## config.mk

```make
export PLATFORM = sky130hd
export DESIGN_NAME = note_player_fsm_flat
export DESIGN_NICKNAME = d
export VERILOG_FILES = /design/src/rtl/note_player_fsm_pkg.sv /design/src/rtl/note_player_fsm_if.sv /design/src/rtl/note_player_fsm_lut.sv /design/src/rtl/note_player_fsm.sv /design/src/flat_wrapper.sv
export SDC_FILE = /design/constraint.sdc
export NUM_CORES = 1
export LEC_CHECK = 0
export BUFFER_PORTS_ARGS = -buffer_cell sky130_fd_sc_hd__buf_2
export CAP_MARGIN = 25
export CORE_MARGIN = 4
export CORE_UTILIZATION = 59
export DETAILED_ROUTE_END_ITERATION = 6
export HOLD_SLACK_MARGIN = 0.12
export PLACE_DENSITY_LB_ADDON = 0.12
export SLEW_MARGIN = 20
export SYNTH_ARGS = -nofsm -noshare
export SYNTH_HDL_FRONTEND = slang
export SYNTH_SLANG_ARGS = --single-unit
```

## constraint.sdc

```tcl
create_clock -name clk -period 3.7 [get_ports clk]
set_input_delay 1.11 -clock clk [delete_from_list [all_inputs] [get_ports clk]]
set_output_delay 1.11 -clock clk [all_outputs]
set_load 0.01 [all_outputs]
```

## src/rtl/note_player_fsm_pkg.sv

```systemverilog
// -----------------------------------------------------------------------------
// note_player_fsm_pkg
// Shared definitions for the note player and its neighbours (the song reader
// uses the same note/duration/metadata widths).
//   - Field widths: NOTE_W, DUR_W, META_W, STEP_W, PHASE_W
//   - Rates: SAMPLE_RATE (output samples per second), BEAT_RATE (beats per s)
//   - FSM state encodings NP_IDLE / NP_LOAD / NP_PLAY / NP_DONE (2-bit)
//   - phase_advance(): modulo-2^PHASE_W phase accumulation step
// -----------------------------------------------------------------------------
package note_player_fsm_pkg;

    localparam int NOTE_W      = 6;
    localparam int DUR_W       = 6;
    localparam int META_W      = 3;
    localparam int STEP_W      = 20;
    localparam int PHASE_W     = 22;

    localparam int SAMPLE_RATE = 48000;
    localparam int BEAT_RATE   = 48;

    typedef logic [1:0] np_state_t;

    localparam logic [1:0] NP_IDLE = 2'd0;
    localparam logic [1:0] NP_LOAD = 2'd1;
    localparam logic [1:0] NP_PLAY = 2'd2;
    localparam logic [1:0] NP_DONE = 2'd3;

    // The sum is truncated to PHASE_W bits, so the accumulator wraps naturally;
    // a wrap is just the start of the next waveform period.
    function automatic logic [PHASE_W-1:0] phase_advance(
        input logic [PHASE_W-1:0] phase,
        input logic [STEP_W-1:0]  step
    );
        return phase + PHASE_W'(step);
    endfunction

endpackage

```

## src/rtl/note_player_fsm_if.sv

```systemverilog
// -----------------------------------------------------------------------------
// note_player_fsm_if
// Bundles the song-reader-facing strobes/fields and the player outputs.
//   master : song reader / timing side (drives play, strobes and note fields)
//   slave  : note_player_fsm (drives note_done, busy, cur_metadata, step_size,
//            phase and the dbg_state observation port)
//
// Handshake semantics: there is no back-pressure on this bus. new_note, beat
// and sample_tick are single-cycle strobes sampled on the rising clock edge;
// note, duration and metadata are only meaningful in a cycle where new_note=1
// and are captured on that edge. note_done is a single-cycle strobe back to
// the song reader; the reader may answer with new_note in that same cycle.
// -----------------------------------------------------------------------------
interface note_player_fsm_if;
    import note_player_fsm_pkg::*;

    logic              play;
    logic              new_note;
    logic [NOTE_W-1:0] note;
    logic [DUR_W-1:0]  duration;
    logic [META_W-1:0] metadata;
    logic              beat;
    logic              sample_tick;

    logic               note_done;
    logic               busy;
    logic [META_W-1:0]  cur_metadata;
    logic [STEP_W-1:0]  step_size;
    logic [PHASE_W-1:0] phase;
    np_state_t          dbg_state;

    modport master (
        output play, new_note, note, duration, metadata, beat, sample_tick,
        input  note_done, busy, cur_metadata, step_size, phase, dbg_state
    );

    modport slave (
        input  play, new_note, note, duration, metadata, beat, sample_tick,
        output note_done, busy, cur_metadata, step_size, phase, dbg_state
    );

endinterface

```

## src/rtl/note_player_fsm_lut.sv

```systemverilog
// -----------------------------------------------------------------------------
// note_step_lut
// 64-entry registered ROM: note index -> phase increment per output sample.
//   clk     : system clock
//   reset   : asynchronous active-low reset (clears the output register)
//   i_note  : note index (0 = silence)
//   o_step  : registered phase step, valid one edge after i_note settles
//
// Entries follow an equal-tempered scale around A4 = note 49, scaled so that
// note 49 maps to 38449 (one octave = exact doubling of the step, so note 37
// is 19224 and note 61 is 76898). Note 0 is silence and yields step 0.
// -----------------------------------------------------------------------------
module note_step_lut
    import note_player_fsm_pkg::*;
(
    input  logic              clk,
    input  logic              reset,
    input  logic [NOTE_W-1:0] i_note,
    output logic [STEP_W-1:0] o_step
);

    logic [STEP_W-1:0] w_rom_data;
    logic [STEP_W-1:0] r_step;

    always_comb begin
        w_rom_data = '0;
        case (i_note)
            6'd1:  w_rom_data = 20'd2403;
            6'd2:  w_rom_data = 20'd2546;
            6'd3:  w_rom_data = 20'd2697;
            6'd4:  w_rom_data = 20'd2858;
            6'd5:  w_rom_data = 20'd3028;
            6'd6:  w_rom_data = 20'd3208;
            6'd7:  w_rom_data = 20'd3398;
            6'd8:  w_rom_data = 20'd3601;
            6'd9:  w_rom_data = 20'd3815;
            6'd10: w_rom_data = 20'd4041;
            6'd11: w_rom_data = 20'd4282;
            6'd12: w_rom_data = 20'd4536;
            6'd13: w_rom_data = 20'd4806;
            6'd14: w_rom_data = 20'd5092;
            6'd15: w_rom_data = 20'd5395;
            6'd16: w_rom_data = 20'd5715;
            6'd17: w_rom_data = 20'd6055;
            6'd18: w_rom_data = 20'd6415;
            6'd19: w_rom_data = 20'd6797;
            6'd20: w_rom_data = 20'd7201;
            6'd21: w_rom_data = 20'd7629;
            6'd22: w_rom_data = 20'd8083;
            6'd23: w_rom_data = 20'd8563;
            6'd24: w_rom_data = 20'd9073;
            6'd25: w_rom_data = 20'd9612;
            6'd26: w_rom_data = 20'd10184;
            6'd27: w_rom_data = 20'd10789;
            6'd28: w_rom_data = 20'd11431;
            6'd29: w_rom_data = 20'd12111;
            6'd30: w_rom_data = 20'd12831;
            6'd31: w_rom_data = 20'd13594;
            6'd32: w_rom_data = 20'd14402;
            6'd33: w_rom_data = 20'd15258;
            6'd34: w_rom_data = 20'd16166;
            6'd35: w_rom_data = 20'd17127;
            6'd36: w_rom_data = 20'd18145;
            6'd37: w_rom_data = 20'd19224;
            6'd38: w_rom_data = 20'd20368;
            6'd39: w_rom_data = 20'd21579;
            6'd40: w_rom_data = 20'd22862;
            6'd41: w_rom_data = 20'd24221;
            6'd42: w_rom_data = 20'd25661;
            6'd43: w_rom_data = 20'd27187;
            6'd44: w_rom_data = 20'd28804;
            6'd45: w_rom_data = 20'd30517;
            6'd46: w_rom_data = 20'd32331;
            6'd47: w_rom_data = 20'd34254;
            6'd48: w_rom_data = 20'd36291;
            6'd49: w_rom_data = 20'd38449;
            6'd50: w_rom_data = 20'd40735;
            6'd51: w_rom_data = 20'd43157;
            6'd52: w_rom_data = 20'd45724;
            6'd53: w_rom_data = 20'd48442;
            6'd54: w_rom_data = 20'd51323;
            6'd55: w_rom_data = 20'd54375;
            6'd56: w_rom_data = 20'd57608;
            6'd57: w_rom_data = 20'd61034;
            6'd58: w_rom_data = 20'd64663;
            6'd59: w_rom_data = 20'd68508;
            6'd60: w_rom_data = 20'd72582;
            6'd61: w_rom_data = 20'd76898;
            6'd62: w_rom_data = 20'd81470;
            6'd63: w_rom_data = 20'd86315;
            default: w_rom_data = '0;
        endcase
    end

    always_ff @(posedge clk or negedge reset) begin
        if (!reset) begin
            r_step <= '0;
        end else begin
            r_step <= w_rom_data;
        end
    end

    assign o_step = r_step;

endmodule

```

## src/rtl/note_player_fsm.sv

```systemverilog
// -----------------------------------------------------------------------------
// note_player_fsm
// Plays one note at a time for the song reader: latches note/duration/metadata
// on new_note, counts beats until the duration expires, and advances a phase
// accumulator by the note's step on every sample tick while playing.
//   clk    : system clock
//   reset  : asynchronous active-low reset
//   bus    : note_player_fsm_if.slave
//              in : play, new_note, note, duration, metadata, beat, sample_tick
//              out: note_done, busy, cur_metadata, step_size, phase, dbg_state
//
// State flow: IDLE -> LOAD -> PLAY -> DONE -> IDLE. A new_note in any state
// restarts at LOAD with the new fields; an abandoned note never reports
// note_done. A zero duration goes straight from LOAD to DONE.
// -----------------------------------------------------------------------------
module note_player_fsm
    import note_player_fsm_pkg::*;
(
    input  logic clk,
    input  logic reset,
    note_player_fsm_if.slave bus
);

    np_state_t          r_state;
    np_state_t          w_state_nxt;
    logic [NOTE_W-1:0]  r_note;
    logic [DUR_W-1:0]   r_dur;
    logic [META_W-1:0]  r_meta;
    logic [DUR_W-1:0]   r_beat_cnt;
    logic [PHASE_W-1:0] r_phase;

    logic [STEP_W-1:0]  w_lut_step;
    logic [STEP_W-1:0]  w_step_out;
    logic [DUR_W-1:0]   w_cnt_inc;
    logic               w_beat_en;
    logic               w_tick_en;
    logic               w_last_beat;

    // The LUT looks up the latched note; it is registered, so the step is
    // ready by the LOAD -> PLAY edge.
    note_step_lut u_lut (
        .clk    (clk),
        .reset  (reset),
        .i_note (r_note),
        .o_step (w_lut_step)
    );

    assign w_beat_en = bus.beat & bus.play;
    assign w_tick_en = bus.sample_tick & bus.play;
    assign w_cnt_inc = r_beat_cnt + DUR_W'(1);

    // Expiry is detected on the increment that lands on the duration, so the
    // counter never needs to go past the largest duration value.
    assign w_last_beat = (r_state == NP_PLAY) && w_beat_en && (w_cnt_inc == r_dur);

    assign w_step_out = (r_state == NP_PLAY) ? w_lut_step : '0;

    always_comb begin
        w_state_nxt = r_state;
        if (bus.new_note) begin
            w_state_nxt = NP_LOAD;
        end else begin
            case (r_state)
                NP_IDLE: w_state_nxt = NP_IDLE;
                NP_LOAD: w_state_nxt = (r_dur == '0) ? NP_DONE : NP_PLAY;
                NP_PLAY: w_state_nxt = w_last_beat ? NP_DONE : NP_PLAY;
                NP_DONE: w_state_nxt = NP_IDLE;
                default: w_state_nxt = NP_IDLE;
            endcase
        end
    end

    always_ff @(posedge clk or negedge reset) begin
        if (!reset) begin
            r_state    <= NP_IDLE;
            r_note     <= '0;
            r_dur      <= '0;
            r_meta     <= '0;
            r_beat_cnt <= '0;
            r_phase    <= '0;
        end else begin
            r_state <= w_state_nxt;

            if (bus.new_note) begin
                r_note <= bus.note;
                r_dur  <= bus.duration;
                r_meta <= bus.metadata;
            end

            if (r_state == NP_LOAD) begin
                r_beat_cnt <= '0;
                r_phase    <= '0;
            end else if ((r_state == NP_PLAY) && !bus.new_note) begin
                // Beat and tick are independent; both may land in one cycle.
                if (w_beat_en) begin
                    r_beat_cnt <= w_cnt_inc;
                end
                if (w_tick_en) begin
                    r_phase <= phase_advance(r_phase, w_step_out);
                end
            end
        end
    end

    assign bus.note_done    = (r_state == NP_DONE);
    assign bus.busy         = (r_state == NP_LOAD) || (r_state == NP_PLAY);
    assign bus.cur_metadata = r_meta;
    assign bus.step_size    = w_step_out;
    assign bus.phase        = r_phase;
    assign bus.dbg_state    = r_state;

endmodule

```

## src/flat_wrapper.sv

```systemverilog
// flat-port wrapper written by rule: the top's interface ports become plain ports
module note_player_fsm_flat import note_player_fsm_pkg::*;
  (clk, reset, bus_play, bus_new_note, bus_note, bus_duration, bus_metadata, bus_beat, bus_sample_tick, bus_note_done, bus_busy, bus_cur_metadata, bus_step_size, bus_phase, bus_dbg_state);
  note_player_fsm_if bus_i ();
  input  logic clk;
  input  logic reset;
  input wire logic [$bits(bus_i.play)-1:0] bus_play;
  input wire logic [$bits(bus_i.new_note)-1:0] bus_new_note;
  input wire logic [$bits(bus_i.note)-1:0] bus_note;
  input wire logic [$bits(bus_i.duration)-1:0] bus_duration;
  input wire logic [$bits(bus_i.metadata)-1:0] bus_metadata;
  input wire logic [$bits(bus_i.beat)-1:0] bus_beat;
  input wire logic [$bits(bus_i.sample_tick)-1:0] bus_sample_tick;
  output wire logic [$bits(bus_i.note_done)-1:0] bus_note_done;
  output wire logic [$bits(bus_i.busy)-1:0] bus_busy;
  output wire logic [$bits(bus_i.cur_metadata)-1:0] bus_cur_metadata;
  output wire logic [$bits(bus_i.step_size)-1:0] bus_step_size;
  output wire logic [$bits(bus_i.phase)-1:0] bus_phase;
  output wire logic [$bits(bus_i.dbg_state)-1:0] bus_dbg_state;
  assign bus_i.play = bus_play;
  assign bus_i.new_note = bus_new_note;
  assign bus_i.note = bus_note;
  assign bus_i.duration = bus_duration;
  assign bus_i.metadata = bus_metadata;
  assign bus_i.beat = bus_beat;
  assign bus_i.sample_tick = bus_sample_tick;
  assign bus_note_done = bus_i.note_done;
  assign bus_busy = bus_i.busy;
  assign bus_cur_metadata = bus_i.cur_metadata;
  assign bus_step_size = bus_i.step_size;
  assign bus_phase = bus_i.phase;
  assign bus_dbg_state = bus_i.dbg_state;
  note_player_fsm u_core (.clk(clk), .reset(reset), .bus(bus_i));
endmodule
```

==> key figures <==
Finish
  • Area grow syn2layout: 10.73%
  • ANT cells: 0
  • # nets final: 698
  • Share of cells above drive strength 1: 0.1864
  • Final cell count without fillers: 754

Die
  • Vert. Die Dim: 99.88 um
  • IO Pins: 70
  • Die footprint: 0.009976 sq mm
  • Starting density of the core: 0.6062
  • Die W: 99.88 um
  • Site Rows: 33
  • Core box area: 0.008217 sq mm

Pwr
  • Logic gate share of total power: 0.265
  • Cell leakage power: 2.559 nW
  • Total power: 0.001944 W
  • Sw Ratio: 0.3267
  • Clock share of power: 0.326
  • Register share of total power: 0.409
  • Int Pwr: 0.001309 W
  • Pwr Density: 352.5 mW/mm^2
  • Max VDD drop: 0.3266 mV
  • NetSw: 0.0006352 W

Job
  • Max-Cap Viols: 0

Route
  • Number of routed nets with antenna violations: 0
  • Drt pass-1 iters: 5
  • Top Layer Used: met4
  • Initial DRC Count: 335
  • DRT Wirelength: 12500 um
  • Post-route DRC: 0
  • Met1 wire length: 5414 um
  • Vias per inst: 6.272
  • WL met3: 1026 um
  • Routed length per instance: 16.58 um
  • DR vias: 4729
  • Met2 WL: 5881 um

STA
  • Unrepaired setup endpoints after global routing: no
  • Shortest period the worst path allows: 3.332 ns
  • Setup violations, final: 0
  • WHS: 0.5065 ns
  • Setup_tns: 0 ns
  • Worst clock skew: 0.01918 ns
  • Worst-Margin Slew: 0.8735 ns
  • Max Freq: 0.3001 GHz
  • Final Hold Fails: 0
  • Max-slew violation count: 0
  • Slew HR: 0.4177
  • Crit share post-route: 0.9005

Critical path
  • Setup CP Type: register to register
  • Slowest stage delay, CP: 0.43 ns
  • Critical Path Source Type: register
  • R2R Path End: u_core.bus.phase[12]
  • Reg2Reg Depth: 13
  • Reg2reg start: u_core.bus.dbg_state[0]
  • Critical Path RT: 3.93 ns
  • WP data arrival: 3.56 ns
  • R2r setup slk: 0.37 ns
  • Critical path endpoint category: register
  • Slowest CP cell: ha_1
  • CP Cell Sequence: inv_1 -> ha_1 -> and2_1 -> ha_1 -> inv_1 -> fa_1 -> nand2b_1 -> a21oi_2 -> o221ai_2 -> a21o_2 -> a21oi_1 -> xnor2_1 -> a211oi_1
  • Worst path top cell family by delay: compound AO/OA/AOI/OAI gates
  • Critical path buffers and inverters: 2
  • Max FO, Critical Path: 20

Synth
  • Post-Synth Adder-Cell Area: 0.08189
  • Yosys top cell by area: dfrtp_1
  • Largest family of logic cells by synthesized area: compound AO/OA/AOI/OAI gates
  • Yosys reg bits: 62
  • Yosys warns: 0
  • Synth Area in XOR/XNOR: 0.03165
  • Number of synthesized flops with an enable pin: 0
  • Post-synthesis mux area share: 0.07259
  • Compound-Gate Fraction of Synth Area: 0.2283
  • Syn_area_per_cell: 8.166 sq um
  • Most numerous cell in the Yosys netlist: nand2_1
  • Area share of the largest cell type after synthesis: 0.3115
  • Post-synthesis sequential area ratio: 0.3115
  • Post-synth top cells: nand2_1, dfrtp_1, nor2_1
  • Main synth FF type: dfrtp_1
  • Cell count after synthesis: 610
  • Netlist Area Pre-Place: 0.004981 sq mm
  • Top post-synthesis cells by area: dfrtp_1, ha_1, nand2_1
  • Ys async rst share: 1.000
  • Post-synthesis simple-gate area fraction: 0.2163
  • Netlist cell types: 64

Placed design
  • Detailed placement HPWL: 8916 um
  • GPL Wtd Cong: 0.9848
  • Placed Cells incl. Taps: 739
  • Port Buf Inserts: 66

Global routing
  • Pin count of the biggest net entering global routing: 55
  • Tot GR Track Use: 0.2554
  • First-pass GRT wire length: 20970 um
  • Total congestion overflow: 0
  • Number of global-route vias before repair: 4246
  • Initial antenna violation count: 0

Clock tree
  • Cts hold-fix bufs: 0
  • Cts repair resizes: 0
  • # Post-CTS Setup Buffers: 0
  • CTS root buf: clkbuf_8
  • CTS clk-pin slew, worst paths: 0.08 ns
  • Clk sinks: 62
  • Clock tree buffer depth: 2
  • Htree depth: 3
  • Clock latency on the worst-skew pair: 0.34 ns
  • Num CTS Buffers: 9
  • CTS tree: done

Hold path
  • Min-Delay Path Class: register to register
  • Worst hold path depth: 1
  • Worst Hold Path EP: u_core.bus.cur_metadata[1]
  • Hold path startpoint: u_core.bus.cur_metadata[1]

Outcome
  • Outcome: complete, no violations
registers in the layout, summed over array words and instances, names as in the netlist:
signal,count
u_core.bus.dbg_state,2
u_core.bus.cur_metadata,3
u_core.r_note,6
u_core.r_dur,6
u_core.u_lut.o_step,17
u_core.r_beat_cnt,6
u_core.bus.phase,22
worst max-delay path by stage:
stage / start / endpoint / cells past startpoint
finish: u_core.bus.dbg_state[0] / u_core.bus.phase[12] / 13
global route: u_core.bus.dbg_state[0] / u_core.bus.phase[12] / 13
CTS: u_core.bus.dbg_state[0] / u_core.bus.phase[12] / 13
detailed placement: u_core.bus.dbg_state[0] / u_core.bus.phase[18] / 13
global placement: u_core.bus.dbg_state[0] / u_core.bus.phase[18] / 13
floorplan: u_core.bus.dbg_state[0] / u_core.bus.phase[18] / 13
logic make-up after synthesis:
kind of cell,after synthesis
AO/OA/AOI/OAI,177
XOR/XNOR,18
adder cells (fa/ha/maj),32
buffers and inverters,70
flip-flops,62
multiplexers,26
other,1
AND/OR/NAND/NOR,224
placed cells by master (no fill, tap or decap), types with 13 or more instances in the layout:
cell,n
nor3_1,17
inv_1,18
nand2_1,70
mux2_2,13
dfrtp_1,61
nor2_1,51
a211oi_1,13
and2_1,18
ha_1,31
a21oi_1,48
buf_2,66
nand3_1,18
o21ai_0,48
stage by stage:
step	util	setup WS, ns	instance area [sq um]
after detailed placement	0.6460	0.4603	5308
after CTS	0.6712	0.4194	5515
after floorplan	-	0.6063	4989
final	0.6712	0.3681	5515
after global routing	0.6712	0.09963	5515
after global placement	0.6460	0.5734	5308
per-layer routing:
metal	vias to the layer above	global-route usage
li1	2256	-
met1	2238	0.3780
met2	216	0.3905
met3	19	0.04239
met4	0	0.06408
met5	-	0
area by class of cell:
cell class | instances | area [sq um]
clock buffer | 12 | 165.2
inverter | 18 | 67.56
clock inverter | 3 | 42.54
multi-input combinational | 480 | 3153
tap | 105 | 131.4
sequential | 62 | 1553
timing repair buffer | 74 | 402.9
fill | 697 | 2701
power groups by stage:
stage / clock network [W] / logic (W) / registers, W
after floorplan: 0 / 0.000391 / 0.000781
after global placement: 0 / 0.000496 / 0.000805
after detailed placement: 0 / 0.000506 / 0.000808
after CTS: 0.000644 / 0.000509 / 0.000795
after global routing: 0.000674 / 0.000574 / 0.000805
final: 0.000633 / 0.000515 / 0.000796
Note: power is estimated with default switching activity, not from simulation.
